## config.mk

```make
export PLATFORM = sky130hd
export DESIGN_NAME = pin_filter_bank
export DESIGN_NICKNAME = d
export VERILOG_FILES = /design/src/rtl/pin_filter_bank.sv
export SDC_FILE = /design/constraint.sdc
export NUM_CORES = 1
export LEC_CHECK = 0
export ABC_CLOCK_PERIOD_IN_PS = 3550
export BUFFER_PORTS_ARGS = -buffer_cell sky130_fd_sc_hd__buf_2
export CORE_ASPECT_RATIO = 1.75
export CORE_UTILIZATION = 55
export CTS_CLUSTER_DIAMETER = 80
export DETAILED_ROUTE_END_ITERATION = 7
export HOLD_SLACK_MARGIN = 0.03
export PLACE_DENSITY = 0.78
export SYNTH_ARGS = -nofsm -noshare
export SYNTH_HDL_FRONTEND = slang
export SYNTH_SLANG_ARGS = --single-unit
```

## constraint.sdc

```tcl
create_clock -name clk -period 3.55 [get_ports clk]
set_clock_uncertainty 0.05 [all_clocks]
set_input_delay 0.71 -clock clk [delete_from_list [all_inputs] [get_ports clk]]
set_output_delay 0.71 -clock clk [all_outputs]
set_load 0.02 [all_outputs]
```

## src/rtl/pin_filter_bank.sv

```systemverilog
// Bank of independent debounce filters for slow board pins, sharing one tick
// prescaler, with per-channel edge pulses and sticky event flags.
module pin_filter_bank #(
   parameter int                 NUM_CH    = 8,
   parameter int                 TICK_MAX  = 33,
   parameter int                 DEB_TICKS = 20,
   parameter logic [NUM_CH-1:0]  INIT      = '1
) (
   input  logic              clk,
   input  logic              rst,
   input  logic [NUM_CH-1:0] pins_in,
   input  logic [NUM_CH-1:0] bypass,
   input  logic [NUM_CH-1:0] clr_evt,
   output logic              tick_out,
   output logic [NUM_CH-1:0] stable_out,
   output logic [NUM_CH-1:0] rise_out,
   output logic [NUM_CH-1:0] fall_out,
   output logic [NUM_CH-1:0] evt_sticky,
   output logic              any_evt
);

   localparam int TW = (TICK_MAX > 1) ? $clog2(TICK_MAX) : 1;
   localparam int DW = (DEB_TICKS > 0) ? $clog2(DEB_TICKS + 1) : 1;
   localparam logic [TW-1:0] TICK_LAST = TW'(TICK_MAX - 1);
   localparam logic [DW-1:0] DEB_LAST  = DW'(DEB_TICKS - 1);

   logic [TW-1:0]     tcnt_q, tcnt_d;
   logic              tick_q, tick_d;
   logic [NUM_CH-1:0] sync1_q, sync2_q;
   logic [NUM_CH-1:0] stable_q, stable_d;
   logic [NUM_CH-1:0] stable_dly_q;
   logic [NUM_CH-1:0] evt_q, evt_d;
   logic [DW-1:0]     deb_q [NUM_CH];
   logic [DW-1:0]     deb_d [NUM_CH];

   // Tick prescaler; tick_q is registered from the next count so it is high
   // exactly while the count sits at its last value.
   always_comb begin
      tcnt_d = tcnt_q;
      if (tcnt_q == TICK_LAST) begin
         tcnt_d = '0;
      end else begin
         tcnt_d = tcnt_q + TW'(1);
      end
      tick_d = (tcnt_d == TICK_LAST);
   end

   // Per-channel debounce: any cycle at the stable level restarts the count.
   always_comb begin
      stable_d = stable_q;
      for (int i = 0; i < NUM_CH; i++) begin
         deb_d[i] = deb_q[i];
         if (bypass[i]) begin
            stable_d[i] = sync2_q[i];
            deb_d[i]    = '0;
         end else if (sync2_q[i] == stable_q[i]) begin
            deb_d[i] = '0;
         end else if (tick_q) begin
            if (deb_q[i] == DEB_LAST) begin
               stable_d[i] = sync2_q[i];
               deb_d[i]    = '0;
            end else begin
               deb_d[i] = deb_q[i] + DW'(1);
            end
         end else begin
            deb_d[i] = deb_q[i];
         end
      end
   end

   // Sticky flags: a new edge beats a simultaneous clear.
   always_comb begin
      evt_d = (evt_q & ~clr_evt) | rise_out | fall_out;
   end

   // State registers.
   always_ff @(posedge clk or posedge rst) begin
      if (rst) begin
         tcnt_q       <= '0;
         tick_q       <= 1'b0;
         sync1_q      <= INIT;
         sync2_q      <= INIT;
         stable_q     <= INIT;
         stable_dly_q <= INIT;
         evt_q        <= '0;
         for (int i = 0; i < NUM_CH; i++) begin
            deb_q[i] <= '0;
         end
      end else begin
         tcnt_q       <= tcnt_d;
         tick_q       <= tick_d;
         sync1_q      <= pins_in;
         sync2_q      <= sync1_q;
         stable_q     <= stable_d;
         stable_dly_q <= stable_q;
         evt_q        <= evt_d;
         for (int i = 0; i < NUM_CH; i++) begin
            deb_q[i] <= deb_d[i];
         end
      end
   end

   assign tick_out   = tick_q;
   assign stable_out = stable_q;
   assign rise_out   = stable_q & ~stable_dly_q;
   assign fall_out   = ~stable_q & stable_dly_q;
   assign evt_sticky = evt_q;
   assign any_evt    = |evt_q;

endmodule

```

==> out/results.txt, run 1 <==
measured slew at the worst slew-check pin = 810.4 ps
number of flops mapped to enable cells by yosys = 0
Chip Height = 112.7 um
synth cell count leaders = dfrtp_1, dfstp_2, nor2b_1
placed cell areas = 0.004259 mm2
area grow syn2layout = 17.60%
CP Capture Type = output pin
# diodes = 0
Synth area leaders = dfrtp_1, dfstp_2, nor2b_1, xor2_1, ha_1
worst reg-to-reg path cell count = 3
Die Area = 0.007358 mm2
postcts setup bufs = 0
Ports = 60
Avg WL per Cell = 14.27 um
period utilization = 0.6637
GPL Wtd Cong = 0.8069
Crit path largest cell delay = 590 ps
worst endpoint required time = 2790 ps
Die Wd = 65.28 um
Power Total = 2.182 mW
share of the synthesized area in the top cell type = 0.3571
CORE AREA = 0.006807 mm2
initial antenna violation count = 0
worst-path cell chain = nor4_1 -> nand2_1 -> buf_2
post-route ant nets = 0
Critical-path top delay cell = nor4_1
IO buf count = 59
net count reported at finish = 442
gr ovfl total = 0
CTS Hold Bufs = 0
clk sinks = 87
run status = complete, no violations
CP Launch Type = flip-flop
layout cells sized above 1 = 0.2603
Vias = 2,720
CP max FO = 3
Iter 0 DRT Violations = 107
Finished Layout Cells = 495
R2R setup slack = 1580 ps
Pwr per Cell Area = 481.5 mW/mm2
Synth Area per Inst = 11.37 um2
Mapped Nets = 375
Setup violations, final = 0
Initial Util = 0.5662
post-CTS resize count = 0
Final Util = 0.6658
CTS max path bufs = 2
Pleak = 2.052 nW
first-pass GRT wire length = 11,920 um
HP Start = sync1_q[4]
mapped cell area = 0.003854 mm2
CTS tree = done
crit path time final = 2356 ps
Fin. Hold Viols = 0
register area share after synthesis = 0.5753
Hold EP = sync2_q[4]
async set-reset flop share out of synthesis = 1.000
CTS buffer count = 9
pin count of the biggest net entering global routing = 50
final wirelength = 7062 um
worst-skew pair later-pin latency = 340 ps
Seq cells post-synth = 87
worst hold path class = reg2reg
placed cell count = 479
Yosys top cell by area = dfrtp_1
DRC = 0
H-tree levels = 3
RSZ-0062 raised after global routing = false
Cell variety after synth = 38
Finished Cell Area = 0.004532 mm2
R2R Path Start = tick_out
DP Wirelength = 5043 um
setup slack after placement = 1411 ps
hold_ws = 303.2 ps
clk root buf = clkbuf_16
Max IR drop VDD = 448.5 uV
num rows = 40
max_cap viols = 0
Post-Syn Instances = 339
Most used DFF post-synth = dfrtp_1
GRT Total Usage = 0.2138
Avg Vias per Cell = 5.495
Setup TNS Final = 0 ps
vias in the first global route = 2,756
Final WS setup = 1194 ps
crit path kind = reg2out
worst reg2reg path endpoint = stable_out[3]
fin. max-slew vios = 0
count leader, synth = dfrtp_1
max_slew headroom = 0.4597
worst hold path stage count = 0
drt pass-1 iters = 4
FMAX = 424.4 MHz
WP data arrival = 1600 ps
Yosys warnings = 0
Clock transition at path regs = 50 ps
-- worst max-delay path by stage --
| stage | to | start | cells after the start |
|---|---|---|---|
| floorplan | deb_q[0] | rst | 1 |
| global placement | any_evt | evt_sticky[6] | 3 |
| detailed placement | any_evt | evt_sticky[6] | 3 |
| CTS | any_evt | evt_sticky[5] | 3 |
| global route | any_evt | evt_sticky[5] | 3 |
| finish | any_evt | evt_sticky[6] | 3 |
-- flip-flops by register name (all words and copies together) (netlist names) --
| name | cells |
|---|---|
| evt_sticky | 8 |
| sync2_q | 8 |
| stable_out | 8 |
| tick_out | 1 |
| sync1_q | 8 |
| deb_q | 40 |
| tcnt_q | 6 |
| stable_dly_q | 8 |
-- layout make-up --
cell class	count	area, um2
Fill cell	569	2275
Sequential cell	87	2217
Multi-Input combinational cell	233	1560
Timing Repair Buffer	61	322.8
Clock buffer	15	267.8
Tap cell	84	105.1
Inverter	14	53.80
Clock inverter	1	5.005
-- cells by family after synthesis --
family,count (synthesis),synth area share
compound gates,58,0.09741
flops,87,0.5753
fa+ha+maj,10,0.03247
simple gates,126,0.1799
buf+inv,19,0.01980
xor+xnor,27,0.06136
mux,12,0.03377
-- power by group --
part	internal, mW	total [mW]	leakage, nW	switching, mW
combinational	0.0844	0.225	0.843	0.141
sequential	1.06	1.10	1.08	0.0393
clock	0.512	0.857	0.134	0.346
-- worst max-delay path, delay by kind of cell (launching register included) --
kind          cells  cell delay, ps
buf+inv           1             180
flops             1             390
simple gates      2             700
-- placed cells by master, fill, tap and decap left out, types with 2 or more instances in the layout --
cell       count
a21oi_1       18
o21ai_0        6
buf_2         59
nor2b_1       30
clkbuf_8       2
o21ai_1        9
and4bb_1       5
nor4_1         2
a41oi_1        3
xor2_1        20
ha_1          10
mux2_1         8
inv_1         12
clkbuf_16      9
nand4_1        6
mux2i_1        4
or2_1          2
a211o_1        8
nor2_1        29
clkinv_2       2
nand2_1       16
o31ai_1        2
nor3_1        16
and3_1         2
xnor2_1        7
nand3_1        3
clkbuf_1       4
dfstp_2       32
nand2b_1       8
o2111ai_1      4
dfrtp_1       55
nor3b_1        5
a211oi_1       3
-- layer usage --
layer | routed length, um | GRT usage | vias up
li1 | - | - | 1314
met4 | 144 | 0.09130 | 0
met3 | 211 | 0.05242 | 12
met5 | 0 | 0 | -
met1 | 2698 | 0.2287 | 1361
met2 | 4008 | 0.3869 | 33
No activity file was read; power rests on OpenSTA's default activity.
==> run 2, diff against run 1 <==
==> config.mk (replaced) <==
export PLATFORM = sky130hd
export DESIGN_NAME = pin_filter_bank
export DESIGN_NICKNAME = d
export VERILOG_FILES = /design/src/rtl/pin_filter_bank.sv
export SDC_FILE = /design/constraint.sdc
export NUM_CORES = 1
export LEC_CHECK = 0
export ABC_CLOCK_PERIOD_IN_PS = 1900
export BUFFER_PORTS_ARGS = -buffer_cell sky130_fd_sc_hd__buf_2
export CORE_ASPECT_RATIO = 1.75
export CORE_UTILIZATION = 51
export CTS_CLUSTER_DIAMETER = 80
export DETAILED_ROUTE_END_ITERATION = 7
export HOLD_SLACK_MARGIN = 0.03
export PLACE_DENSITY = 0.76
export SYNTH_ARGS = -nofsm -noshare
export SYNTH_HDL_FRONTEND = slang
export SYNTH_SLANG_ARGS = --single-unit
==> constraint.sdc (replaced) <==
create_clock -name clk -period 1.9 [get_ports clk]
set_clock_uncertainty 0.05 [all_clocks]
set_input_delay 0.38 -clock clk [delete_from_list [all_inputs] [get_ports clk]]
set_output_delay 0.38 -clock clk [all_outputs]
set_load 0.02 [all_outputs]
==> out/results.txt, run 2 (synthesis results as in run 1) <==
Setup violations, final = 0 (unchanged)
final wirelength = 7227 um (was 7062 um)
worst-path cell chain = nor4_2 -> buf_4 -> nand2_1 -> buf_2 (was nor4_1 -> nand2_1 -> buf_2)
RSZ-0062 raised after global routing = false (unchanged)
worst endpoint required time = 1470 ps (was 2790 ps)
initial antenna violation count = 0 (unchanged)
postcts setup bufs = 0 (unchanged)
max reg flops = 40 (unchanged)
max_slew headroom = 0.6148 (was 0.4597)
Chip Height = 117.0 um (was 112.7 um)
Fillers = 601 (was 569)
CTS max path bufs = 2 (unchanged)
first-pass GRT wire length = 12,260 um (was 11,920 um)
CTS Hold Bufs = 0 (unchanged)
pin count of the biggest net entering global routing = 35 (was 50)
# diodes = 0 (unchanged)
drt pass-1 iters = 4 (unchanged)
multi-input logic area = 0.001567 mm2 (was 0.001560 mm2)
Top reg by flops = deb_q (unchanged)
Vias = 2,717 (was 2,720)
layout cells sized above 1 = 0.2764 (was 0.2603)
Pwr per Cell Area = 907.8 mW/mm2 (was 481.5 mW/mm2)
max_cap viols = 0 (unchanged)
commonest non-fill, non-tap cell in the layout = buf_2 (unchanged)
DP Wirelength = 5442 um (was 5043 um)
Top delay family on crit path = flip-flops (was simple AND/OR/NAND/NOR gates)
run status = complete, no violations (unchanged)
CTS buffer count = 9 (unchanged)
WP buf/inv = 2 (was 1)
CORE AREA = 0.007284 mm2 (was 0.006807 mm2)
DRC = 0 (unchanged)
Setup TNS Final = 0 ps (unchanged)
Iter 0 DRT Violations = 101 (was 107)
Max IR drop VDD = 638.6 uV (was 448.5 uV)
num rows = 41 (was 40)
Avg Vias per Cell = 5.412 (was 5.495)
Initial Util = 0.5290 (was 0.5662)
worst reg-to-reg path cell count = 5 (was 3)
post-route ant nets = 0 (unchanged)
CTS tree = done (unchanged)
worst hold path class = in2async (was reg2reg)
Die Wd = 67.71 um (was 65.28 um)
placed cell areas = 0.004314 mm2 (was 0.004259 mm2)
Ports = 60 (unchanged)
area grow syn2layout = 19.68% (was 17.60%)
commonest non-fill, non-tap cells in the layout = buf_2, dfrtp_1, dfstp_2 (unchanged)
Finished Cell Area = 0.004612 mm2 (was 0.004532 mm2)
clk root buf = clkbuf_16 (unchanged)
Die Area = 0.007922 mm2 (was 0.007358 mm2)
CP Launch Type = flip-flop (unchanged)
gr ovfl total = 0 (unchanged)
net count reported at finish = 447 (was 442)
Pleak = 2.091 nW (was 2.052 nW)
CP Capture Type = output pin (unchanged)
GPL Wtd Cong = 0.7671 (was 0.8069)
Critical-path top delay cell = dfrtp_1 (was nor4_1)
Avg WL per Cell = 14.40 um (was 14.27 um)
FMAX = 535.0 MHz
measured slew at the worst slew-check pin = 573.7 ps (was 810.4 ps)
CP max FO = 3 (unchanged)
IO buf count = 59 (unchanged)
Levels on crit path = 4 (was 3)
GRT Total Usage = 0.2114 (was 0.2138)
clk sinks = 87 (unchanged)
Fin. Hold Viols = 0 (unchanged)
crit path kind = reg2out (unchanged)
fin. max-slew vios = 0 (unchanged)
worst-skew pair later-pin latency = 330 ps (was 340 ps)
Final Util = 0.6331 (was 0.6658)
period utilization = 0.9837
WP data arrival = 1440 ps (was 1600 ps)
H-tree levels = 3 (unchanged)
vias in the first global route = 2,774 (was 2,756)
Clock transition at path regs = 60 ps (was 50 ps)
Seq. cell area = 0.002217 mm2 (unchanged)
crit path time final = 1869 ps
Crit path largest cell delay = 400 ps (was 590 ps)
-- run 2: power by group --
part	switching [mW]	internal (mW)	total [mW]
combinational	0.266	0.163	0.429
clock	0.654	1.05	1.70
sequential	0.0763	1.98	2.06
total	0.996	3.19	4.19
-- run 2: path summary, 6_finish.rpt --
path,startpoint,to,slack [ps]
min in group clk,pins_in[6],sync1_q[6],90
worst max register to register,tcnt_q[0],tick_out,230
worst min-delay path,rst,evt_sticky[0],50
worst max-delay path,evt_sticky[3],any_evt,30
max in group asynchronous,rst,stable_out[5],1140
worst min register to register,sync1_q[5],sync2_q[5],300
-- run 2: stage by stage --
step	power [mW]	instances	setup slack [ps]	hold slack, ps
final	4.187	502	30.95	48.32
after floorplan	2.342	339	335.5	295.2
after CTS	4.251	502	20.94	54.24
after global routing	4.360	502	6.070	81.89
after global placement	2.504	486	305.6	296.3
after detailed placement	2.522	486	254.3	297.3
-- run 2: layout make-up --
| cell class | count | area share |
|---|---|---|
| inverter | 14 | 0.01221 |
| tap | 86 | 0.02333 |
| clock buffer | 12 | 0.05345 |
| sequential | 87 | 0.4807 |
| clock inverter | 4 | 0.009767 |
| multi-input combinational | 233 | 0.3397 |
| timing repair buffer | 66 | 0.08085 |
-- run 2: timing repair --
action	in CTS	in global routing
cloned	0	0
pin swaps	0	1
gates resized for setup	1	0
setup endpoints to repair	1	1
-- run 2: layer usage --
layer | vias to the layer above | share of wire | wire length (um) | global-route usage
met4 | 0 | 0.024 | 171 | 0.1078
met3 | 17 | 0.024 | 170 | 0.04554
met2 | 35 | 0.58 | 4200 | 0.3782
met1 | 1338 | 0.37 | 2685 | 0.2255
li1 | 1327 | - | - | -
met5 | - | 0 | 0 | 0
